===== src/rtl/alu_seq.sv =====
// alu_seq: sequencing controller driving ALU op/enable, register-file addresses and the branch program counter
module alu_seq #(
  parameter int PCW = 8
) (
  input  logic           clk,
  input  logic           rst_n,
  input  logic [15:0]    instr,
  input  logic           instr_valid,
  output logic           instr_ready,
  input  logic           o_flag,
  input  logic           z_flag,
  input  logic           n_flag,
  output logic [2:0]     alu_op,
  output logic           alu_en,
  output logic [2:0]     ra_addr,
  output logic [2:0]     rb_addr,
  output logic [2:0]     wr_addr,
  output logic           wr_en,
  output logic [PCW-1:0] pc,
  output logic           busy
);
  typedef enum logic [1:0] {IDLE, EXEC, WB, BR} state_t;
  state_t         state;
  logic [3:0]     opc;
  logic [2:0]     rd;
  logic [7:0]     off;
  logic           take;
  logic [PCW-1:0] pc_inc;
  logic [PCW-1:0] pc_br;
  assign instr_ready = state == IDLE;
  assign busy        = ~instr_ready;
  // branch condition from live flags and both PC candidates; NOP/illegal never take
  always_comb begin
    take   = opc == 4'd8  ? z_flag :
             opc == 4'd9  ? n_flag :
             opc == 4'd10 ? o_flag :
             opc == 4'd11;
    pc_inc = pc + PCW'(1);
    pc_br  = pc + PCW'($signed(off));
  end
  // FSM with registered control outputs; reset aborts any in-flight instruction
  always_ff @(posedge clk or negedge rst_n) begin
    if (!rst_n) begin
      state   <= IDLE;
      opc     <= '0;
      rd      <= '0;
      off     <= '0;
      pc      <= '0;
      alu_op  <= '0;
      ra_addr <= '0;
      rb_addr <= '0;
      wr_addr <= '0;
      alu_en  <= 1'b0;
      wr_en   <= 1'b0;
    end else begin
      case (state)
        IDLE: if (instr_valid) begin
          opc <= instr[15:12];
          rd  <= instr[11:9];
          off <= instr[7:0];
          if (!instr[15]) begin
            state   <= EXEC;
            alu_en  <= 1'b1;
            alu_op  <= instr[14:12];
            ra_addr <= instr[8:6];
            rb_addr <= instr[5:3];
          end else begin
            state <= BR;
          end
        end
        EXEC: begin
          state   <= WB;
          alu_en  <= 1'b0;
          wr_en   <= 1'b1;
          wr_addr <= rd;
        end
        WB: begin
          state <= IDLE;
          wr_en <= 1'b0;
          pc    <= pc_inc;
        end
        BR: begin
          state <= IDLE;
          pc    <= take ? pc_br : pc_inc;
        end
        default: state <= IDLE;
      endcase
    end
  end
endmodule

===== config.mk =====
export PLATFORM = sky130hd
export DESIGN_NAME = alu_seq
export DESIGN_NICKNAME = d
export VERILOG_FILES = /design/src/rtl/alu_seq.sv
export SDC_FILE = /design/constraint.sdc
export NUM_CORES = 1
export LEC_CHECK = 0
export ABC_AREA = 1
export BUFFER_PORTS_ARGS = -buffer_cell sky130_fd_sc_hd__buf_4
export CORE_MARGIN = 4
export CORE_UTILIZATION = 52
export CTS_BUF_LIST = sky130_fd_sc_hd__clkbuf_4
export DETAILED_ROUTE_END_ITERATION = 7
export PLACE_DENSITY = 0.82
export SLEW_MARGIN = 10
export SYNTH_ARGS = -nofsm -noshare
export SYNTH_HDL_FRONTEND = slang
export SYNTH_SLANG_ARGS = --single-unit

===== constraint.sdc =====
create_clock -name clk -period 2.6 [get_ports clk]
set_clock_uncertainty 0.05 [all_clocks]
set_input_delay 0.52 -clock clk [delete_from_list [all_inputs] [get_ports clk]]
set_output_delay 0.52 -clock clk [all_outputs]
set_load 0.03 [all_outputs]

# After elaboration in Yosys (flattened, before gate mapping)
# Index checks and enable logic that the tools add are counted.
# op_classes
add_sub_neg,2
multipliers,0
div_mod_pow,0
n_lt_le_gt_ge,0
n_eq_ne,9
shift,0
muxes,12
bitwise_logic,2
reduce_logical,8
# ops
cell,n
$eq A4 B4 Y1 const B,4
$pmux W8 S2,1
$add A8 B1 Y8 const B,1
$add A8 B8 Y8,1
$mux W8,1
$pmux W2 S3,1
$reduce_and A3 Y1,2
$reduce_bool A2 Y1,3
$mux W1,5
$eq A2 B2 Y1 const B,2
$mux W2,2
$ne A2 B2 Y1 const B,2
$pmux W1 S2,2
$eq A2 B1 Y1 const B,1
$logic_not A2 Y1,1
$not A1 Y1,2
$reduce_and A2 Y1,1
$reduce_or A2 Y1,1
# word_totals
reg_bits,39
latch_bits,0
mem_bits_rw,0
mem_bits_ro,0
elab_cells,44
n_memories,0

# Logic depth before layout (Yosys ltp)
# depth
word_depth,6
mapped_depth,10

# Worst setup path before layout
# OpenSTA, ideal clock, no wires.
# synth_path
kind,register -> register
from,register pc[0]
to,register pc[6]
arrival_ns,1.759
t_required_ns,2.433
slack_ns,0.674
stages_incl_launch_ff,10
n_path_buf,0
synth_period_minus_slack_ns,1.926
cell_sequence,dfrtp_1 ha_1 inv_1 fa_1 o21ai_0 nand3b_1 nand3_1 nand3_1 nand2_1 nand2_1
# synth_between
elab_chain_cells,3
# synth_rtl
item,line,rtl
"start, declared",19,"output logic [PCW-1:0] pc,"
"start signal, assigned",80,pc <= pc_inc;
"start signal, assigned",84,pc <= take ? pc_br : pc_inc;
$add A8 B1 Y8 or $add A8 B8 Y8 (tied branches),"38, 39",
$mux W8,84,
$pmux W8 S2 *,56,case (state)
# Every way passes the cells marked *; elsewhere a longest branch is shown, timed or not.
# A chain may end at the register's enable or synchronous reset.

# Worst setup path after layout
# layout_path
from,register state[0]
to,output busy
# layout_between
elab_chain_cells,2
# layout_rtl
item,line,rtl
"start, declared",23,state_t state;
"start signal, assigned",44,state <= IDLE;
"start signal, assigned",62,state <= EXEC;
"start signal, assigned",68,state <= BR;
$logic_not A2 Y1,30,assign instr_ready = state == IDLE;
$not A1 Y1,31,assign busy = ~instr_ready;
"end, declared",20,output logic busy
# No other way between the ends.

==> metrics.txt <==
Max IR drop VDD 0.7617 mV; Worst Setup Start Kind register; Routed Antenna Nets 0; clock root buffer clkbuf_4; CTS buffer count 5; Yosys top cell area share between 40% and 50%; Avg Inst Size Synth around 8.5 µm²; hold_ws 0.06398 ns; worst slew pin tran just under 0.5 ns; drt drc 0; # Post-CTS Setup Buffers 0; area leader, netlist dfrtp_1; Final Total Pwr 3.378 mW; Setup WS post-layout 0.6226 ns; Die X-Extent 72.43 µm; Worst-path clk slew between 0.1 and 0.15 ns; P&R area growth vs syn 20.81%; Die Ht around 72 µm; Cells after Synth between 200 and 300; number of top-level pins 46; H-tree depth 2; Max-Cap Viols 0; Final Max Slew Viols 0; CTS resizes 0; Clock Latency Late Sink 0.35 ns; Placement Setup Slack about 0.74 ns; drt total wl 4342 µm; worst-case clock buffer depth 2; Slew HR between 60% and 70%; largest net degree at the start of global routing 40; sequential element share of the synthesized area 45.22%; GRT Util Overall 18.73%; total negative slack 0 ns; row cnt 23; Seq cells post-synth 39; fin cells 352; vias in the first global route 1771; RSZ-0062 raised after global routing false; die area 5245 µm²; fin crit period 1.977 ns; count of cell types in the netlist 26; Crit. End Element primary output; Setup CP Type reg -> out; Via density 5.057; HP Class in -> async; Synth area leaders dfrtp_1 45%, nand2_1 12%, ha_1 7.0%, inv_1 5.9%, nand3_1 4.2%; Post-Syn Nets 288; CTS Sinks 39; Starting Density approximately 54%; status completed; # fillers 337; ANT cells 0; Crit Path Max Fanout 4; Final period util 76.06%; PortBufs 45; Inst Count DP 345; Final Setup Violations 0; layout cells sized above 1 roughly a quarter; routability congestion estimate 0.8465; Critical Path AT around 1.4 ns; first-pass GRT wire length 7693 µm; drt initial violations 66; yosys warns 0; Leak Pwr 1.365 nW; GRT overflow 0; Layout Nets between 300 and 400; Hold Vio Cnt, Final 0; # hold bufs at CTS 0; WL per Instance 12.34 µm; first drt pass iteration count 4; initial antenna violation count 0; Synth Cell Area about 2200 µm²; Max Fclk 505.7 MHz; total number of vias 1780; Core Area 4000 µm²; Power Density between 1000 and 1500 nW/µm²; detailed placement HPWL approximately 3300 µm; CTS tree yes; worst endpoint required time 2.03 ns
## final timing paths
check / startpoint / endpoint / slack [ns] / cells after the start
setup / recovery: state[0]$_DFFE_PN0P_ / busy / 0.62 / 4
hold / removal: rst_n / pc[1]$_DFFE_PN0P_ / 0.06 / 1
setup reg to reg: pc[0]$_DFFE_PN0P_ / pc[6]$_DFFE_PN0P_ / 0.73 / 9
hold reg to reg: rb_addr[1]$_DFFE_PN0P_ / rb_addr[1]$_DFFE_PN0P_ / 0.45 / 2
max in group asynchronous: rst_n / rd[0]$_DFFE_PN0P_ / 2.09 / 1
min in group clk: instr[8] / ra_addr[2]$_DFFE_PN0P_ / 0.32 / 3
## cells in the final DEF (no fill, tap or decap)
cell type and count:
a21oi_1 9, buf_4 46, bufinv_16 1, clkbuf_4 5
clkinvlp_4 1, dfrtp_1 39, fa_1 1, ha_1 12
inv_1 34, inv_2 1, inv_6 1, mux2_2 8
nand2_1 70, nand2_2 2, nand3_1 18, nand3_4 1
nand3b_1 4, nor2_1 12, nor2_2 4, o21ai_0 14
o21ai_1 3, o21ai_2 9, o311ai_0 1, or2_1 2
xnor2_1 3, xor2_1 1
## state kept, by name (all words and copies together), names as in the netlist
register	count
wr_en	1
off	8
rb_addr	3
alu_en	1
rd	3
alu_op	3
state	2
pc	8
opc	4
ra_addr	3
wr_addr	3
## metrics by stage
| step | util, % | cell area, µm² |
|---|---|---|
| 3_5_place_dp | 63.31 | 2532 |
| 4_1_cts | 65.19 | 2608 |
| 3_3_place_gp | 63.31 | 2532 |
| 5_1_grt | 65.19 | 2608 |
| 2_1_floorplan | - | 2158 |
| 6_report | 65.19 | 2608 |
## power by group
part	internal, mW	total (mW)	switching, mW	leakage, nW
registers	0.886	1.11	0.223	0.473
clock network	0.197	0.403	0.206	0.0373
logic	0.738	1.87	1.13	0.855
total	1.82	3.38	1.56	1.37
## logic make-up after synthesis
group / synth area share [%]
mux: 4.174
simple gates: 22.96
xor+xnor: 1.623
flops: 45.22
compound gates: 10.09
fa+ha+maj: 7.884
buf+inv: 8.057
## cells in the mapped netlist (all sizes together)
cell type / n
xnor2: 3
nand3b: 4
dfrtp: 39
a21oi: 9
nor2: 16
nand3: 19
mux2: 8
buf: 2
fa: 1
nand2: 72
or2: 2
o21ai: 26
clkbuf: 2
inv: 36
ha: 12
o311ai: 1
xor2: 1
## layer usage
metal  up-vias  global-route usage (%)  share of wire, %  wire, µm
met5         -                       0                 0         0
li1        905                       -                 -         -
met1       817                   22.94                45      1939
met4         0                   7.172               2.3        99
met3         9                   4.848               5.6       241
met2        49                   31.65                47      2061
## critical path, cell delays in order (launching register included)
cell	delay [ns]
dfrtp_1	0.42
inv_1	0.12
ha_1	0.24
inv_1	0.10
buf_4	0.18
## final cells by class
| class | count | area [µm²] | area share [%] |
|---|---|---|---|
| sequential | 39 | 975.9 | 37.43 |
| timing repair buffer | 46 | 345.3 | 13.24 |
| clock buffer | 5 | 37.54 | 1.440 |
| tap | 50 | 62.56 | 2.399 |
| inverter | 36 | 140.1 | 5.374 |
| clock inverter | 2 | 37.54 | 1.440 |
| multi-input combinational | 174 | 1008 | 38.68 |
No activity file was read; power rests on OpenSTA's default activity.
